**src/rtl/pwm_seq_pkg.sv**
```systemverilog
// Shared types and constants for the PWM configuration sequencer.
// Optional build macro used by the top: PWM_SYNC_WATCHDOG_EN.
package pwm_seq_pkg;

  localparam int unsigned PhaseCountDef = 3;
  localparam int unsigned BitWidthDef   = 16;
  localparam int unsigned ResetHoldDef  = 4;

  typedef enum logic [2:0] {
    StIdle,
    StStart,
    StPend,
    StReinit,
    StRun
  } seq_state_e;

  typedef struct packed {
    logic [PhaseCountDef-1:0][BitWidthDef-1:0] cmp;
    logic [BitWidthDef-1:0]                    max;
    logic [BitWidthDef-1:0]                    step;
    logic [BitWidthDef-1:0]                    dead;
  } pwm_cfg_t;

  function automatic int unsigned hold_cnt_w(input int unsigned hold);
    return $clog2(hold + 1);
  endfunction

  localparam int unsigned HoldCntW = $clog2(ResetHoldDef + 1);

endpackage

```
**src/rtl/pwm_cfg_validator.sv**
```systemverilog
// Combinational legality check of a requested PWM configuration.
module pwm_cfg_validator
  import pwm_seq_pkg::*;
#(
  parameter int unsigned PhaseCount = PhaseCountDef,
  parameter int unsigned BIT_WIDTH  = BitWidthDef
) (
  input  logic [PhaseCount*BIT_WIDTH-1:0] i_compare,
  input  logic [BIT_WIDTH-1:0]            i_max_count,
  input  logic [BIT_WIDTH-1:0]            i_step_size,
  input  logic [BIT_WIDTH-1:0]            i_dead_time,
  output logic                            o_cfg_ok
);

  logic w_ok;

  always_comb begin
    w_ok = (i_max_count != '0) && (i_step_size != '0) &&
           (i_step_size <= i_max_count) && (i_dead_time < i_max_count);
    for (int i = 0; i < PhaseCount; i++) begin
      if (i_compare[i*BIT_WIDTH +: BIT_WIDTH] > i_max_count) begin
        w_ok = 1'b0;
      end
    end
  end

  assign o_cfg_ok = w_ok;

endmodule

```
**src/rtl/pwm_config_sequencer.sv**
```systemverilog
// Run-time configuration sequencer for the multi-phase PWM core: shadow/commit and restart control.
// Optional sync watchdog enabled by defining PWM_SYNC_WATCHDOG_EN.
module pwm_config_sequencer
  import pwm_seq_pkg::*;
#(
  parameter int unsigned PhaseCount        = PhaseCountDef,
  parameter int unsigned BIT_WIDTH         = BitWidthDef,
  parameter int unsigned RESET_HOLD_CYCLES = ResetHoldDef,
  parameter int unsigned WATCHDOG_CYCLES   = 65535
) (
  input  logic                            MClk,
  input  logic                            RstN,
  input  logic                            Enable,
  input  logic                            CfgValid,
  output logic                            CfgReady,
  input  logic [PhaseCount*BIT_WIDTH-1:0] CfgCompare,
  input  logic [BIT_WIDTH-1:0]            CfgMaxCount,
  input  logic [BIT_WIDTH-1:0]            CfgStepSize,
  input  logic [BIT_WIDTH-1:0]            CfgDeadTime,
  input  logic                            PeriodSync,
  output logic [PhaseCount*BIT_WIDTH-1:0] Compare,
  output logic [BIT_WIDTH-1:0]            PWMMaxCount,
  output logic [BIT_WIDTH-1:0]            TriangleStepSize,
  output logic [BIT_WIDTH-1:0]            DeadTimeCount,
  output logic                            CoreRstN,
  output logic                            OutEnable,
  output logic                            Busy,
  output logic                            CfgError,
  output logic                            SyncTimeout
);

  localparam int unsigned HoldW = hold_cnt_w(RESET_HOLD_CYCLES);

  seq_state_e       r_state, w_state_d;
  logic [HoldW-1:0] r_hold, w_hold_d;
  pwm_cfg_t         r_active, w_active_d;
  pwm_cfg_t         r_shadow, w_shadow_d;
  logic             r_shadow_valid, w_shadow_valid_d;
  logic             r_cfg_error, w_cfg_error_d;
  logic             r_core_rst_n, w_core_rst_n_d;
  logic             r_out_en, w_out_en_d;
  logic             r_busy, w_busy_d;
  logic             r_cfg_ready, w_cfg_ready_d;
  logic             w_sync_timeout_d;
  logic             w_wd_hit;

  pwm_cfg_t w_cfg;
  logic     w_cfg_ok;
  logic     w_xfer;

  always_comb begin
    w_cfg      = '0;
    w_cfg.cmp  = CfgCompare;
    w_cfg.max  = CfgMaxCount;
    w_cfg.step = CfgStepSize;
    w_cfg.dead = CfgDeadTime;
  end

  assign w_xfer = CfgValid && r_cfg_ready;

  pwm_cfg_validator #(
    .PhaseCount (PhaseCount),
    .BIT_WIDTH  (BIT_WIDTH)
  ) u_validator (
    .i_compare   (CfgCompare),
    .i_max_count (CfgMaxCount),
    .i_step_size (CfgStepSize),
    .i_dead_time (CfgDeadTime),
    .o_cfg_ok    (w_cfg_ok)
  );

`ifdef PWM_SYNC_WATCHDOG_EN
  localparam int unsigned WdogW = $clog2(WATCHDOG_CYCLES + 1);

  logic [WdogW-1:0] r_wdog, w_wdog_d;
  logic             r_sync_timeout;
  logic             w_waiting;

  // Counter restarts whenever the waiting state is (re)entered or a sync arrives.
  assign w_waiting = (r_state == StPend) || (r_state == StReinit);
  assign w_wd_hit  = w_waiting && !PeriodSync &&
                     ((r_wdog + WdogW'(1)) == WdogW'(WATCHDOG_CYCLES));
  assign w_wdog_d  = (w_waiting && (w_state_d == r_state) && !PeriodSync) ?
                     r_wdog + WdogW'(1) : '0;

  always_ff @(posedge MClk or negedge RstN) begin
    if (!RstN) begin
      r_wdog         <= '0;
      r_sync_timeout <= 1'b0;
    end else begin
      r_wdog         <= w_wdog_d;
      r_sync_timeout <= w_sync_timeout_d;
    end
  end

  assign SyncTimeout = r_sync_timeout;
`else
  logic w_unused_wdog;

  assign w_wd_hit      = 1'b0;
  assign w_unused_wdog = ^WATCHDOG_CYCLES ^ w_sync_timeout_d;
  assign SyncTimeout   = 1'b0;
`endif

  // State register
  always_ff @(posedge MClk or negedge RstN) begin
    if (!RstN) begin
      r_state        <= StIdle;
      r_hold         <= '0;
      r_active       <= '0;
      r_shadow       <= '0;
      r_shadow_valid <= 1'b0;
      r_cfg_error    <= 1'b0;
      r_core_rst_n   <= 1'b0;
      r_out_en       <= 1'b0;
      r_busy         <= 1'b0;
      r_cfg_ready    <= 1'b0;
    end else begin
      r_state        <= w_state_d;
      r_hold         <= w_hold_d;
      r_active       <= w_active_d;
      r_shadow       <= w_shadow_d;
      r_shadow_valid <= w_shadow_valid_d;
      r_cfg_error    <= w_cfg_error_d;
      r_core_rst_n   <= w_core_rst_n_d;
      r_out_en       <= w_out_en_d;
      r_busy         <= w_busy_d;
      r_cfg_ready    <= w_cfg_ready_d;
    end
  end

  // Next-state logic
  always_comb begin
    w_state_d        = r_state;
    w_hold_d         = r_hold;
    w_active_d       = r_active;
    w_shadow_d       = r_shadow;
    w_shadow_valid_d = r_shadow_valid;
    w_cfg_error_d    = r_cfg_error;
    w_sync_timeout_d = SyncTimeout;

    // Shadow capture is independent of the state move, so a write is kept even on disable.
    if (w_xfer) begin
      if (w_cfg_ok) begin
        w_shadow_d       = w_cfg;
        w_shadow_valid_d = 1'b1;
        w_cfg_error_d    = 1'b0;
      end else begin
        w_cfg_error_d = 1'b1;
      end
    end

    unique case (r_state)
      StIdle: begin
        if (Enable && r_shadow_valid) begin
          w_active_d = r_shadow;
          w_hold_d   = HoldW'(RESET_HOLD_CYCLES);
          w_state_d  = StStart;
        end
      end
      StStart: begin
        if (!Enable) begin
          w_state_d = StIdle;
        end else if (r_hold == HoldW'(1)) begin
          w_state_d = StRun;
        end else begin
          w_hold_d = r_hold - HoldW'(1);
        end
      end
      StRun: begin
        if (!Enable) begin
          w_state_d = StIdle;
        end else if (w_xfer && w_cfg_ok) begin
          w_state_d = (CfgMaxCount == r_active.max) ? StPend : StReinit;
        end
      end
      StPend: begin
        if (!Enable) begin
          w_state_d = StIdle;
        end else if (PeriodSync) begin
          w_active_d.cmp  = r_shadow.cmp;
          w_active_d.step = r_shadow.step;
          w_active_d.dead = r_shadow.dead;
          w_state_d       = StRun;
        end else if (w_wd_hit) begin
          w_sync_timeout_d = 1'b1;
          w_active_d       = r_shadow;
          w_hold_d         = HoldW'(RESET_HOLD_CYCLES);
          w_state_d        = StStart;
        end
      end
      StReinit: begin
        if (!Enable) begin
          w_state_d = StIdle;
        end else if (PeriodSync || w_wd_hit) begin
          w_sync_timeout_d = SyncTimeout | w_wd_hit;
          w_active_d       = r_shadow;
          w_hold_d         = HoldW'(RESET_HOLD_CYCLES);
          w_state_d        = StStart;
        end
      end
      default: w_state_d = StIdle;
    endcase
  end

  // Output logic: registered outputs follow the state being entered.
  always_comb begin
    w_core_rst_n_d = 1'b0;
    w_out_en_d     = 1'b0;
    w_busy_d       = 1'b0;
    w_cfg_ready_d  = 1'b0;
    unique case (w_state_d)
      StIdle: w_cfg_ready_d = 1'b1;
      StStart: w_busy_d = 1'b1;
      StRun: begin
        w_core_rst_n_d = 1'b1;
        w_out_en_d     = 1'b1;
        w_cfg_ready_d  = 1'b1;
      end
      StPend, StReinit: begin
        w_core_rst_n_d = 1'b1;
        w_out_en_d     = 1'b1;
        w_busy_d       = 1'b1;
      end
      default: ;
    endcase
  end

  assign Compare          = r_active.cmp;
  assign PWMMaxCount      = r_active.max;
  assign TriangleStepSize = r_active.step;
  assign DeadTimeCount    = r_active.dead;
  assign CoreRstN         = r_core_rst_n;
  assign OutEnable        = r_out_en;
  assign Busy             = r_busy;
  assign CfgReady         = r_cfg_ready;
  assign CfgError         = r_cfg_error;

endmodule

```
**config.mk**
```make
export PLATFORM = sky130hd
export DESIGN_NAME = pwm_config_sequencer
export DESIGN_NICKNAME = d
export VERILOG_FILES = /design/src/rtl/pwm_seq_pkg.sv /design/src/rtl/pwm_cfg_validator.sv /design/src/rtl/pwm_config_sequencer.sv
export SDC_FILE = /design/constraint.sdc
export NUM_CORES = 1
export LEC_CHECK = 0
export ABC_CLOCK_PERIOD_IN_PS = 3000
export CAP_MARGIN = 20
export CORE_MARGIN = 2
export CORE_UTILIZATION = 25
export CTS_BUF_LIST = sky130_fd_sc_hd__clkbuf_2 sky130_fd_sc_hd__clkbuf_4 sky130_fd_sc_hd__clkbuf_8
export DETAILED_ROUTE_END_ITERATION = 8
export HOLD_SLACK_MARGIN = 0.02
export PLACE_DENSITY = 0.45
export SLEW_MARGIN = 5
export SYNTH_ARGS = -nofsm -noshare
export SYNTH_HDL_FRONTEND = slang
export SYNTH_SLANG_ARGS = --single-unit
```
**constraint.sdc**
```tcl
create_clock -name MClk -period 3 [get_ports MClk]
set_clock_uncertainty 0.05 [all_clocks]
set_input_delay 0.6 -clock MClk [delete_from_list [all_inputs] [get_ports MClk]]
set_output_delay 0.6 -clock MClk [all_outputs]
set_load 0.005 [all_outputs]
```
* After elaboration in Yosys (flattened, before gate mapping) *
Cells that the tools add are included.

cells by class
  reduce and logical (&&, ||, !) cells = 20
  mux-type cells = 31
  equal/unequal tests = 17
  order comparisons = 5
  bitwise gates (word level) = 1
  add/subtract/negate cells = 1

operator list
  kind                                                  count
  two-way mux 96 bit                                    4
  case mux 96 bit (3 select lines)                      1
  greater-than comparator 16 bit                        3
  two-way mux 48 bit                                    1
  two-way mux 3 bit                                     14
  two-way mux 32 bit                                    1
  nonzero test 16 bit                                   2
  equality test 16 bit                                  1
  less-or-equal comparator 16 bit                       1
  < comparator 16 bit                                   1
  case mux 3 bit (5 select lines)                       1
  inequality test 2 bit (second input constant)         7
  equality test 3 x 2 -> 1 bit (second input constant)  4
  AND reduction 6 bit                                   2
  equality test 3 x 1 -> 1 bit (second input constant)  3
  case mux 3 bit (3 select lines)                       1
  two-way mux 1 bit                                     8
  equality test 3 bit (second input constant)           2
  logical AND 1 bit                                     6
  logical NOT 3 bit                                     2
  nonzero test 3 bit                                    2
  OR reduction 3 bit                                    2
  AND reduction 5 bit                                   1
  subtractor 3 x 1 -> 3 bit (second input constant)     1
  other kinds (4)                                       4

word-level totals
  register bits = 203

* Longest topological paths before layout *
  word-level depth = 14
  gate-level depth with buffers = 11
  gate-level depth less buffers = 9

* By module *
From an unflattened synthesis, not the netlist that was laid out.

unflattened totals
  cells, all modules = 713
  area total of the unflattened synthesis = 10198.5 µm²

by module, submodules not included
  module                instances  area an instance (µm²)  cells an instance  sequential area each (µm²)
  pwm_config_sequencer  1          8384.3                  488                5079.9
  pwm_cfg_validator     1          1814.2                  225                0.0

* Least setup slack after synthesis *
No wires, ideal clock.

  path type = input-to-reg
  start = input port CfgMaxCount[11]
  end = register r_shadow[0] in the netlist's numbering
  stages on the path = 11
  arrival = 2880 ps
  setup time = 125 ps
  data required time = 2825 ps
  path slack = -55 ps
  path through = inv_1 > ha_1 > nand4_1 > or4_1 > o21ai_1 > a21oi_1 > a2111oi_4 > nand3_1 > buf_4 > buf_6 > mux2_4

on the way
  cells in the longest elaborated chain, start to end = 8
  elaborated cells between the ends (all ways) = 13
  classes of those cells = order compare (5); mux (3); reduce/logical (5)

RTL lines
  item                                                                                     RTL line                     source
  start, declared                                                                          pwm_config_sequencer.sv:17   input logic [BIT_WIDTH-1:0] CfgMaxCount,
  parallel branches: the longest is 6 deep, another holds less-or-equal comparator 16 bit  --
  two-way mux 1 bit (*)                                                                    pwm_cfg_validator.sv:21      if (i_compare[i*BIT_WIDTH +: BIT_WIDTH] > i_max_count) begin
  AND reduction 2 bit (no source line) (*)                                                 --
  end signal, assigned                                                                     pwm_config_sequencer.sv:122  r_shadow <= w_shadow_d;
  end, declared                                                                            pwm_config_sequencer.sv:37   pwm_cfg_t r_shadow, w_shadow_d;

Mark *: on every way between the ends.
A chain may end at the register's enable or synchronous reset.

* Worst setup path after layout *
  start = input port CfgCompare[31]
  end = register r_shadow[55] in the netlist's numbering

on the way
  cells in the longest elaborated chain, start to end = 4

RTL lines
  item                                  RTL line                    source
  start, declared                       pwm_config_sequencer.sv:16  input logic [PhaseCount*BIT_WIDTH-1:0] CfgCompare,
  greater-than comparator 16 bit        pwm_cfg_validator.sv:21
  two-way mux 1 bit (2 in a row)        pwm_cfg_validator.sv:21
  AND reduction 2 bit (no source line)  --

No other way between the ends.

==> results_dict.tcl <==
set metrics [dict create \
    outcome "complete, no violations" \
    dieArea_um2 41600 \
    overflow 0 \
    grt_use_total 0.150 \
    synth_edf_count 0 \
    fp.dieW_um 204 \
    clockRootBuffer "clkbuf_8" \
    async_flop_share 1.00 \
    cts_made_buffers 39 \
    synth_ff_type "dfrtp_1" \
    grt_pass1_wl_mm 46.1 \
    crit_buf_inv 3 \
    relSlewSlack 0.664 \
    yosys.area.top_type_share 0.508 \
    worstMarginPinSlew_ps 499 \
    wl_per_cell_um 19.5 \
    reg2reg_to "r_shadow[55]$_DFFE_PN0P_" \
    num_vias 6838 \
    r2r_start "CfgReady$_DFF_PN0_" \
    postRouteAntennaNets 0 \
    fin_crit_ps 2920 \
    fill_cells 3891 \
    hold_path_end "r_shadow[95]$_DFFE_PN0P_" \
    firstDrtPassIters 4 \
    final_hold_viol_count 0 \
    cp_num_cells 10 \
    critical_path_class "primary input to flop" \
    floorplan.initialDensity 0.252 \
    hold_slack_ps 351 \
    antenna_cells 0 \
    dp.final_hpwl_mm 23.3 \
    worst_path_max_delay_cell "clkdlybuf4s50_1" \
    clockBufferDepth 3 \
    end_kind "flop" \
    synth.distinct_cells 43 \
    drv_slew 0 \
    netlist_top_cells_count "203 x dfrtp_1, 107 x mux2_2, 85 x mux2_4" \
    routed_wl_mm 30.8 \
    antenna_found_initial 0 \
    cts_tree "done" \
    ir_drop_uv 442 \
    gp_congestion 0.754 \
    r2r_slack_ps 890 \
    clk_latency_ps 560 \
    power_density_nw_per_um2 845 \
    cp_top_family "buffers and inverters" \
    cts.clk_slew.worst_paths_ps 60 \
    max_stage_delay_ps 510 \
    maxCapViolations 0 \
    synth.net_count 898 \
    cts.sinks 203 \
    finalSetupViolations 0 \
    avgSynthCellArea_um2 14.0 \
    syn2layout_area_growth_pct 43.8 \
    hold_depth 2 \
    path_cells "clkdlybuf4s50_1, ha_1, nand4_1, nor3_4, nand2_2, a2111oi_4, nand3_4, buf_6, buf_12, mux2_4" \
    post-route-period-util 0.972 \
    yosys_warnings 0 \
    fin_util 0.363 \
    final_nets 1212 \
    synth_area_leaders "dfrtp_1 51%, mux2_4 13%, mux2_2 12%, ha_1 10%, a21oi_1 1.5%" \
    drive_above_1_share 0.381 \
    fp.dieH_um 204 \
    yosysMostFrequentCell "dfrtp_1" \
    path_max_fanout 10 \
    hp-start "CfgCompare[47]" \
    reg2reg_depth 8 \
    htree_levels 2 \
    grt_pass1_vias 7265 \
    synth-seq-cells 203 \
    core.rowCount 73 \
    crit_path_start_kind "primary input" \
    syn_area_um2 10000 \
    min_path_type "primary input to flop" \
    synth_area_leader_cell "dfrtp_1" \
    drt_iter0_drc 351 \
    port_buffers 201 \
    cp.required_ps 3360 \
    core_area_um2 39600 \
    arrival_ps 3280 \
    pin_count 203 \
    grt_max_degree 62 \
    leakagePower_nw 6.71 \
    syn_inst 716 \
    synth-seq-area-share 0.508 \
    drc 0 \
    vias_per_cell 4.33 \
    fmaxAchievable_ghz 0.343 \
]
-- cell usage in the layout (no fill, tap or decap), types with 3 or more instances in the layout --
| cell | instances |
|---|---|
| a21o_1 | 11 |
| a21oi_1 | 25 |
| a21oi_2 | 4 |
| buf_12 | 14 |
| buf_4 | 78 |
| buf_6 | 3 |
| clkbuf_2 | 9 |
| clkbuf_4 | 10 |
| clkbuf_8 | 52 |
| clkdlybuf4s50_1 | 166 |
| clkinv_2 | 4 |
| dfrtp_1 | 203 |
| dlygate4sd2_1 | 11 |
| dlymetal6s2s_1 | 14 |
| ha_1 | 75 |
| ha_4 | 6 |
| inv_1 | 11 |
| inv_2 | 10 |
| mux2_2 | 107 |
| mux2_4 | 85 |
| nand2_1 | 21 |
| nand2b_1 | 4 |
| nand3_1 | 6 |
| nand4_1 | 22 |
| nor2_1 | 10 |
| nor2b_1 | 7 |
| nor3_1 | 3 |
| nor4_1 | 9 |
| o211ai_1 | 4 |
| o21ai_0 | 13 |
| xnor2_1 | 16 |
-- timing repair --
item / in CTS / in global routing
pin swaps: 10 / 12
hold buffers: 1 / 0
setup buffers: 4 / 2
gates resized for setup: 53 / 42
setup endpoints to repair: 100 / 86
hold endpoints to repair: 36 / 0
-- area by class of cell --
class / instances / area [µm²] / area share
multi-input cells: 466 / 4850 / 0.337
clock inverters: 6 / 35.0 / 0.00243
clock buffers: 61 / 777 / 0.0540
repair buffers: 297 / 2900 / 0.202
well taps: 525 / 657 / 0.0456
flip-flops and latches: 203 / 5080 / 0.353
inverters: 23 / 91.3 / 0.00635
-- per-layer routing --
layer | GRT usage | vias to the layer above | share of wire
met4 | 0.0424 | 0 | 0.020
met2 | 0.239 | 166 | 0.46
met1 | 0.205 | 3378 | 0.47
li1 | - | 3263 | -
met3 | 0.0327 | 31 | 0.050
met5 | 0 | - | 0
-- state kept, by name, summed over array words and instances, names as in the netlist --
register / count
DeadTimeCount: 16
CfgError: 1
r_hold: 3
Busy: 1
CfgReady: 1
r_shadow: 96
Compare: 48
OutEnable: 1
r_state: 3
TriangleStepSize: 16
r_shadow_valid: 1
PWMMaxCount: 16
-- cell families after synthesis --
logic type      count (synthesis)  share of synthesized area
flops                         203                      0.508
mux                           192                      0.248
other cells                     1                   0.000375
fa+ha+maj                      81                      0.101
compound gates                 81                     0.0526
simple gates                   95                     0.0506
buf+inv                        47                     0.0255
xor+xnor                       16                     0.0140
-- per-stage QoR --
stage	total power [W]	instance area (µm²)	setup slack, ps	instances	TNS, ps
6_report	0.0122	14400	84.9	1581	0
5_1_grt	0.0130	14400	-4.40	1581	-9.64
4_1_cts	0.0124	14300	10.5	1579	0
3_5_place_dp	0.00937	13400	-941	1507	-85340
3_3_place_gp	0.00933	13400	-945	1507	-86280
2_1_floorplan	0.00702	10000	85.2	716	0
-- power breakdown --
group          internal [W]  leakage [nW]  total, W  switching (W)
registers           0.00409          2.45   0.00492       0.000826
clock network       0.00164         0.429   0.00286        0.00122
logic               0.00304          3.83   0.00439        0.00135
-- worst reg2reg max path: cells and delay by family, from the launching register on --
family | cells | cell delay, ps
and+or+nand+nor | 4 | 520
AOI/OAI and AO/OA | 1 | 400
DFF | 1 | 370
buffers and inverters | 2 | 340
muxes | 1 | 300
-- how the worst max path moves through the flow --
| stage | startpoint | end | slack (ps) |
|---|---|---|---|
| finish | CfgCompare[31] | r_shadow[55]$_DFFE_PN0P_ | 80 |
| global route | CfgMaxCount[10] | r_shadow[55]$_DFFE_PN0P_ | -4 |
| CTS | CfgCompare[34] | r_shadow[59]$_DFFE_PN0P_ | 10 |
| detailed placement | CfgMaxCount[14] | r_shadow[48]$_DFFE_PN0P_ | -940 |
| global placement | CfgMaxCount[13] | r_shadow[72]$_DFFE_PN0P_ | -950 |
| floorplan | CfgMaxCount[11] | r_shadow[0]$_DFFE_PN0P_ | 90 |
Power figures use the tool's default switching activity.
